$ cat config.mk
export PLATFORM = sky130hd
export DESIGN_NAME = branch_predictor
export DESIGN_NICKNAME = d
export VERILOG_FILES = /design/src/rtl/branch_predictor_pkg.sv /design/src/rtl/sat_counter2.sv /design/src/rtl/branch_predictor.sv
export SDC_FILE = /design/constraint.sdc
export NUM_CORES = 1
export LEC_CHECK = 0
export BUFFER_PORTS_ARGS = -buffer_cell sky130_fd_sc_hd__buf_2
export CELL_PAD_IN_SITES_DETAIL_PLACEMENT = 1
export CELL_PAD_IN_SITES_GLOBAL_PLACEMENT = 2
export CORE_MARGIN = 10
export CORE_UTILIZATION = 30
export CTS_BUF_LIST = sky130_fd_sc_hd__clkbuf_8
export DETAILED_ROUTE_END_ITERATION = 10
export GPL_TIMING_DRIVEN = 1
export PLACE_DENSITY = 0.75
export SLEW_MARGIN = 20
export SYNTH_ARGS = -nofsm -noshare
export SYNTH_HDL_FRONTEND = slang
export SYNTH_HIERARCHICAL = 1
export SYNTH_SLANG_ARGS = --single-unit
export TNS_END_PERCENT = 50
$ cat constraint.sdc
create_clock -name clk -period 5.1 [get_ports clk]
set_input_delay 0.51 -clock clk [delete_from_list [all_inputs] [get_ports clk]]
set_output_delay 0.51 -clock clk [all_outputs]
set_load 0.01 [all_outputs]
$ cat src/rtl/branch_predictor_pkg.sv
// Shared definitions for the bimodal branch predictor: 2-bit counter state encodings
// and the counter reset value.
package branch_predictor_pkg;

  typedef enum logic [1:0] {
    CNT_SNT = 2'b00,
    CNT_WNT = 2'b01,
    CNT_WT  = 2'b10,
    CNT_ST  = 2'b11
  } cnt_state_e;

  localparam logic [1:0] CNT_RESET = CNT_WNT;

  // Direction implied by a counter value.
  function automatic logic cnt_predict(input logic [1:0] cnt);
    return cnt[1];
  endfunction

endpackage

$ cat src/rtl/sat_counter2.sv
// 2-bit saturating counter next-state logic used on the predictor update path.
module sat_counter2
  import branch_predictor_pkg::*;
(
  input  logic [1:0] cur,
  input  logic       taken,
  output logic [1:0] next
);

  // Step one state toward the resolved direction, saturating at both ends.
  always_comb begin
    next = cur;
    case (cur)
      CNT_SNT: next = taken ? CNT_WNT : CNT_SNT;
      CNT_WNT: next = taken ? CNT_WT  : CNT_SNT;
      CNT_WT:  next = taken ? CNT_ST  : CNT_WNT;
      CNT_ST:  next = taken ? CNT_ST  : CNT_WT;
      default: next = CNT_RESET;
    endcase
  end

endmodule

$ cat src/rtl/branch_predictor.sv
// Bimodal direction predictor with registered prediction and branch/mispredict counters.
// Define BP_GSHARE_EN to XOR a non-speculative global history into the table index.
module branch_predictor
  import branch_predictor_pkg::*;
#(
  parameter int IDX_BITS = 6,
  parameter int CNT_W    = 32
) (
  input  logic                clk,
  input  logic                rst_n,
  input  logic [31:0]         fetch_pc,
  input  logic                fetch_stall,
  output logic                pred_taken,
  input  logic                ex_br_inst,
  input  logic [31:0]         ex_pc,
  input  logic                ex_br_taken,
  input  logic                ex_target_taken,
  output logic [CNT_W-1:0]    br_count,
  output logic [CNT_W-1:0]    mispred_count
`ifdef BP_GSHARE_EN
  ,
  output logic [IDX_BITS-1:0] pred_ghr,
  input  logic [IDX_BITS-1:0] ex_ghr
`endif
);

  localparam int TBL_N = 2 ** IDX_BITS;

  logic [1:0]          table_r [TBL_N];
  logic [IDX_BITS-1:0] pred_idx_s;
  logic [IDX_BITS-1:0] upd_idx_s;
  logic [1:0]          upd_cur_s;
  logic [1:0]          upd_next_s;
  logic                mispred_s;
  logic                unused_pc_bits_s;

  // Only the word-index bits of each PC reach the table.
  assign unused_pc_bits_s = ^{fetch_pc[31:IDX_BITS+2], fetch_pc[1:0],
                              ex_pc[31:IDX_BITS+2], ex_pc[1:0]};

`ifdef BP_GSHARE_EN
  logic [IDX_BITS-1:0] ghr_r;

  assign pred_idx_s = fetch_pc[IDX_BITS+1:2] ^ ghr_r;
  assign upd_idx_s  = ex_pc[IDX_BITS+1:2] ^ ex_ghr;

  // History shifts in each resolved outcome, so it only ever holds committed branches.
  always_ff @(posedge clk or negedge rst_n) begin
    if (!rst_n) begin
      ghr_r    <= {IDX_BITS{1'b0}};
      pred_ghr <= {IDX_BITS{1'b0}};
    end else begin
      if (ex_br_inst) begin
        ghr_r <= {ghr_r[IDX_BITS-2:0], ex_br_taken};
      end
      if (!fetch_stall) begin
        pred_ghr <= ghr_r;
      end
    end
  end
`else
  assign pred_idx_s = fetch_pc[IDX_BITS+1:2];
  assign upd_idx_s  = ex_pc[IDX_BITS+1:2];
`endif

  assign upd_cur_s = table_r[upd_idx_s];
  assign mispred_s = ex_target_taken ^ ex_br_taken;

  sat_counter2 u_sat_counter2 (
    .cur   (upd_cur_s),
    .taken (ex_br_taken),
    .next  (upd_next_s)
  );

  // Counter table: every entry resets to weak-NT; one entry trains per resolved branch.
  always_ff @(posedge clk or negedge rst_n) begin
    if (!rst_n) begin
      for (int i = 0; i < TBL_N; i++) begin
        table_r[i] <= CNT_RESET;
      end
    end else if (ex_br_inst) begin
      table_r[upd_idx_s] <= upd_next_s;
    end
  end

  // Prediction register: reads the pre-update table, aligned with the imem read.
  always_ff @(posedge clk or negedge rst_n) begin
    if (!rst_n) begin
      pred_taken <= 1'b0;
    end else if (!fetch_stall) begin
      pred_taken <= cnt_predict(table_r[pred_idx_s]);
    end
  end

  // Performance counters wrap freely.
  always_ff @(posedge clk or negedge rst_n) begin
    if (!rst_n) begin
      br_count      <= {CNT_W{1'b0}};
      mispred_count <= {CNT_W{1'b0}};
    end else if (ex_br_inst) begin
      br_count <= br_count + {{(CNT_W-1){1'b0}}, 1'b1};
      if (mispred_s) begin
        mispred_count <= mispred_count + {{(CNT_W-1){1'b0}}, 1'b1};
      end
    end
  end

endmodule
* Yosys cells after proc, flatten, opt, wreduce, memory -nomap -nowiden
Index checks and enable logic that the tools add are counted.
** Cells by class
- $add $sub $neg :: 2
- Multiply operators :: 0
- Divide/modulo/power cells :: 0
- Order comparisons :: 3
- Equal/unequal tests :: 3
- Shift-type cells :: 0
- Muxes and demuxes :: 14
- Bitwise gates (word level) :: 3
- Reductions and logical operators :: 3
** Operators with widths (number)
- bitwise mux 128 bit :: 1
- adder 32 x 1 -> 32 bit (second input constant) :: 2
- binary-select mux 2 bit (select 6 bit) :: 2
- greater-or-equal comparator 7 bit (second input constant) :: 2
- 2-to-1 mux 2 bit :: 7
- inverter 6 -> 7 bit :: 2
- demux 2 bit (select 6 bit) :: 1
- case mux 2 bit (4 select lines) :: 1
- < comparator 7 x 1 -> 1 bit (second input constant) :: 1
- == test 2 bit (second input constant) :: 2
- == test 2 x 1 -> 1 bit (second input constant) :: 1
- zero test 2 bit :: 1
- 2-to-1 mux 1 bit :: 2
- AND reduction 2 bit :: 1
- logical AND 1 bit :: 1
- bitwise XOR 1 bit :: 1
** Word-level totals
- Flip-flop bits (word level) :: 193
- Latch bits :: 0
- Memory bits (writable) :: 0
- Bits in read-only memories :: 0
- Input port bits :: 70
- Logic and storage cells :: 95
- Memories :: 0

* Depth between registers and ports, before layout
- Word-level depth :: 7
- Depth in mapped cells :: 13

* Cells and area by module
The synthesis kept the hierarchy.
** Modules (own cells, without submodules)
- branch_predictor :: instances 1, cells an instance 812, area each 9893.2 µm², seq. area each 4909.7 µm²
- sat_counter2 :: instances 1, cells an instance 3, area each 26.3 µm², seq. area each 0.0 µm²

* Least setup slack after synthesis
Ideal clock, no wire load.
- Path type :: input port to flip-flop
- Start point :: in ex_pc[3]
- End point :: reg table_r[103] (netlist name)
- Library setup time :: 125 ps
- Arrival :: 2736 ps
- Required time :: 4975 ps
- Setup slack :: 2239 ps
- Cell stages on the path :: 11
- Path buffers :: 4
- Cell sequence :: buf_6 -> buf_6 -> mux2_4 -> a221oi_1 -> o22ai_1 -> a221oi_1 -> nand3_1 -> maj3_2 -> buf_1 -> clkbuf_1 -> mux2_2
** Between the ends
- Word-level cells in the longest chain between the ends :: 7
** RTL lines
- start, declared :: line branch_predictor.sv:15 : input logic [31:0] ex_pc,
- inverter 6 -> 7 bit (not written as such) (*) :: line branch_predictor.sv:66 : assign upd_cur_s = table_r[upd_idx_s];
- binary-select mux 2 bit (select 6 bit) (*) :: line branch_predictor.sv:66
- 2-to-1 mux 2 bit (not written as such) (*) (2 in series) :: line branch_predictor.sv:66
- net upd_cur_s[1] :: line branch_predictor.sv:32 : logic [1:0] upd_cur_s;
- == test 2 bit, or another cell as far along :: line sat_counter2.sv:13 : case (cur)
- case mux 2 bit (4 select lines) (*) :: line sat_counter2.sv:13
- net upd_next_s[1] :: line branch_predictor.sv:33 : logic [1:0] upd_next_s;
- bitwise mux 128 bit (*) :: line branch_predictor.sv:82 : table_r[upd_idx_s] <= upd_next_s;
- end signal, assigned by index :: line branch_predictor.sv:82
- end, declared :: line branch_predictor.sv:29 : logic [1:0] table_r [TBL_N];
The timed path passes the listed nets; every way through them passes the cells marked *. The select of a mux whose other input is x is not followed.
A chain may end at the register's enable or synchronous reset.

* Final worst setup path
- Start point :: in ex_pc[3]
- End point :: reg table_r[121] (netlist name)
The elaborated chain is that of the path after synthesis.

==> results_tabular.tex <==
\begin{tabular}{lr}
\hline
Metric & Value \\
\hline
\multicolumn{2}{l}{\textbf{Run status}} \\
Status & finished, final reports clean \\
\multicolumn{2}{l}{\textbf{Pwr}} \\
Leakage Power & 4.91 nW \\
Total power consumption of the routed design & roughly 3.6 mW \\
Worst-case vdd ir drop & 0.141 mV \\
Power density of the placed cells & roughly 320 nW/um2 \\
\multicolumn{2}{l}{\textbf{Worst setup path}} \\
Nature of the critical path endpoint & flip-flop \\
Data required time of the worst path & roughly 5.5 ns \\
CP max FO & between 40 and 50 \\
Largest stage delay on the critical path & just under 0.6 ns \\
Type of origin of the critical path & primary input \\
Data arrival, critical path & about 3.8 ns \\
Type of the worst setup path & primary input to flip-flop \\
Cell-by-cell listing of the critical path & buf\_2 > buf\_4 > mux2\_1 > a221o\_1 > o2bb2ai\_1 > a221oi\_1 > o2111ai\_1 > maj3\_2 > buf\_12 > mux2\_2 \\
Cell type of the slowest stage on the worst timing path & sky130\_fd\_sc\_hd\_\_buf\_2 \\
\multicolumn{2}{l}{\textbf{Clock network}} \\
Source-to-sink clock delay at the later pin of the worst-skew pair & about 0.50 ns \\
Deepest clock path buffer count & 2 \\
Depth of the CTS H-tree & 4 \\
Resized cells post-CTS & 0 \\
CTS tree & built \\
Hold\_buf cts & 0 \\
Post-CTS setup buffer count & 0 \\
Number of CTS-inserted buffers & 17 \\
Clk sink count & around 190 \\
Root Buffer & sky130\_fd\_sc\_hd\_\_clkbuf\_8 \\
Clock transition at the registers of the reported paths & 0.11 ns \\
\multicolumn{2}{l}{\textbf{Logic synthesis}} \\
Total number of yosys warnings & 6 \\
Share of synthesized area occupied by flip-flops and latches & about half \\
Most instantiated flip-flop cell in the synthesis netlist & sky130\_fd\_sc\_hd\_\_dfrtp\_1 \\
Yosys top cell area share & roughly a third \\
Unique cell type count in the Yosys netlist & 62 \\
Avg Inst Size Synth & around 12 um2 \\
Share of synthesized cell area in full adder, half adder and majority cells & less than 1\% \\
Complex-gate fraction of the synthesized area & 4.23\% \\
Fraction of registers with async set or reset after synthesis & 100\% \\
Combinational family with the most area after synthesis & multiplexers \\
Number of synthesized flops with an enable pin & 0 \\
Synth Instances & between 800 and 900 \\
Net count of the mapped netlist & approximately 900 \\
Cell area after technology mapping & about 10000 um2 \\
Most frequent cell after synthesis & sky130\_fd\_sc\_hd\_\_mux2\_2 \\
Seq cells post-synth & between 150 and 200 \\
Simple-gate area share of the yosys netlist & approximately an eighth \\
Multiplexer area fraction after synthesis & 24.2\% \\
Leading post-synthesis cells by cell area & sky130\_fd\_sc\_hd\_\_dfrtp\_1 33\%, sky130\_fd\_sc\_hd\_\_dfstp\_2 17\%, sky130\_fd\_sc\_hd\_\_mux2\_2 16\% \\
XOR/XNOR share of the synthesized area & 5.65\% \\
Most common library cells after synthesis & 138 x sky130\_fd\_sc\_hd\_\_mux2\_2, 129 x sky130\_fd\_sc\_hd\_\_dfrtp\_1, 80 x sky130\_fd\_sc\_hd\_\_nand2\_1, 64 x sky130\_fd\_sc\_hd\_\_dfstp\_2, 51 x sky130\_fd\_sc\_hd\_\_nor2\_1 \\
Dominant cell type by area after synthesis & sky130\_fd\_sc\_hd\_\_dfrtp\_1 \\
\multicolumn{2}{l}{\textbf{Drt}} \\
Starting DRT DRC Count & 280 \\
Aggregate routed wire length & between 20 and 30 mm \\
Avg Vias per Cell & 5.14 \\
Via count & 6,880 \\
DRC Markers & 0 \\
Number of routed nets with antenna violations & 0 \\
Detailed-route wire length per cell & 21.0 um \\
Pre-Repair DR Iteration Count & 5 \\
\multicolumn{2}{l}{\textbf{Cells and area}} \\
Non-filler cells, final & about 1,300 \\
Number of nets in the layout & approximately 950 \\
Layout fillers & $\sim$3,600 \\
Ratio of cells with drive above 1 in the final layout & between 40\% and 50\% \\
Area added between synthesis and finish & 12.7\% \\
\multicolumn{2}{l}{\textbf{Die}} \\
Core box area & 32,600 um2 \\
Site Rows & 66 \\
Horizontal extent of the die & a little over 200 um \\
Die Ht & between 200 and 250 um \\
Die Outline Area & slightly above 40,000 um2 \\
Number of top-level pins & between 100 and 150 \\
Starting density of the core & a little under a third \\
\multicolumn{2}{l}{\textbf{GRT}} \\
Met1 usage & 19.2\% \\
Via count of the first global-routing pass & approximately 7,300 \\
Aggregate global-route resource usage & 13.8\% \\
Total overflow reported by the global router & 0 \\
Wire length of the first global-routing pass & between 40 and 50 mm \\
Met3 Resource Use GR & $\sim$3.1\% \\
Largest net degree at the start of global routing & 100 \\
Initial antenna violation count & 1 \\
Busiest metal layer after global routing & met2 \\
Met2 demand-to-capacity share in global routing & 20.8\% \\
\multicolumn{2}{l}{\textbf{STA}} \\
Post-layout min period & around 3.5 ns \\
Headroom to the max-slew limit & a little under a quarter \\
Part of the cycle the worst path needs & approximately 68\% \\
Number of hold violations in the final report & 0 \\
Worst-Margin Slew & between 1 and 1.5 ns \\
Final total negative setup slack & 0 ns \\
Total setup violations reported at the end of the flow & 0 \\
Maximum clock rate & slightly below 300 MHz \\
Final setup slack of the worst path & 1.64 ns \\
WHS & 0.0862 ns \\
Max-slew violation count & 0 \\
Unrepaired setup endpoints after global routing & no \\
Final clock skew & 0.0149 ns \\
\multicolumn{2}{l}{\textbf{Placement}} \\
Placer Congestion & about 0.82 \\
Post-Place Cells & about 1,300 \\
Dpl hpwl & approximately 19 mm \\
IO Port Bufs & 82 \\
Pre-CTS WS & between 1 and 1.5 ns \\
\multicolumn{2}{l}{\textbf{Min path}} \\
Class of the most critical hold timing path & primary input to async pin \\
\multicolumn{2}{l}{\textbf{Flow run}} \\
Max cap viols & 0 \\
\hline
\end{tabular}
worst max-delay path, delay by kind of cell:
kind / cells / cell delay (ns)
buffers and inverters: 3 / 1.12
AO/OA/AOI/OAI: 4 / 0.98
multiplexers: 2 / 0.65
adder cells (fa/ha/maj): 1 / 0.53
layout by cell type (no fill, tap or decap), types with 7 or more instances in the layout:
cell | synthesis | routed
sky130_fd_sc_hd__a21oi_1 | 9 | 9
sky130_fd_sc_hd__a221oi_1 | 14 | 14
sky130_fd_sc_hd__a22oi_1 | 8 | 8
sky130_fd_sc_hd__and2_1 | 7 | 7
sky130_fd_sc_hd__and3_1 | 10 | 10
sky130_fd_sc_hd__and4_1 | 7 | 7
sky130_fd_sc_hd__buf_2 | 11 | 81
sky130_fd_sc_hd__buf_4 | 3 | 8
sky130_fd_sc_hd__clkbuf_8 | 0 | 18
sky130_fd_sc_hd__dfrtp_1 | 129 | 129
sky130_fd_sc_hd__dfstp_2 | 64 | 64
sky130_fd_sc_hd__inv_1 | 13 | 15
sky130_fd_sc_hd__mux2_2 | 138 | 138
sky130_fd_sc_hd__mux2i_1 | 25 | 25
sky130_fd_sc_hd__mux4_1 | 7 | 7
sky130_fd_sc_hd__mux4_2 | 17 | 17
sky130_fd_sc_hd__nand2_1 | 80 | 80
sky130_fd_sc_hd__nand3_1 | 31 | 31
sky130_fd_sc_hd__nand4_1 | 20 | 20
sky130_fd_sc_hd__nor2_1 | 51 | 51
sky130_fd_sc_hd__nor2b_1 | 7 | 7
sky130_fd_sc_hd__nor3_1 | 7 | 7
sky130_fd_sc_hd__o22ai_1 | 7 | 7
sky130_fd_sc_hd__xnor2_1 | 46 | 46
sky130_fd_sc_hd__xor2_1 | 18 | 18
logic make-up (layout without fill, tap and decap cells):
logic type | Yosys count | count (layout)
AOI/OAI and AO/OA | 56 | 56
xor gates and xnor gates | 64 | 64
adders and majority gates | 4 | 4
buffers and inverters | 60 | 140
DFF | 193 | 193
muxes | 189 | 189
other | 0 | 1
and+or+nand+nor | 249 | 249
registers in the layout (all words and copies together) (netlist names):
register       cells
table_r          128
pred_taken         1
mispred_count     32
br_count          32
per-layer routing:
metal	share of wire, %	vias to the layer above	wire length (um)
li1	-	3086	-
met1	48	3588	13500
met2	45	177	12600
met3	5.6	29	1570
met4	1.4	0	380
met5	0	-	0
power by group:
part	total, mW	leakage, nW	switching [mW]	internal, mW
registers	1.92	2.41	0.149	1.77
logic	0.644	2.31	0.345	0.299
clock network	1.02	0.188	0.587	0.431
total	3.58	4.91	1.08	2.50
area by class of cell:
cell class	count	area (um2)	area share, %
sequential	193	4910	43.9
multi-input combinational	562	4720	42.2
timing repair buffer	94	559	5.00
tap	442	553	4.95
clock buffer	17	234	2.09
clock inverter	15	146	1.31
inverter	14	52.6	0.470
antenna	1	2.50	0.0224
final timing paths:
check / startpoint / to / slack [ns] / cells after the start
max: ex_pc[3] / table_r[121]$_DFFE_PN0P_ / 1.64 / 10
max in group asynchronous: rst_n / table_r[84]$_DFFE_PN1P_ / 3.99 / 2
min reg2reg: mispred_count[31]$_DFFE_PN0P_ / mispred_count[31]$_DFFE_PN0P_ / 0.47 / 1
max reg2reg: table_r[34]$_DFFE_PN1P_ / table_r[121]$_DFFE_PN0P_ / 2.14 / 8
min: rst_n / br_count[16]$_DFFE_PN0P_ / 0.09 / 1
min in group clk: fetch_pc[5] / pred_taken$_DFFE_PN0N_ / 0.37 / 3
metrics by stage:
stage	utilization, %	area (um2)
finish	34.3	11200
global route	34.3	11200
detailed placement	33.1	10800
floorplan	-	9920
CTS	34.3	11200
global placement	33.1	10800
Note: power is estimated with default switching activity, not from simulation.
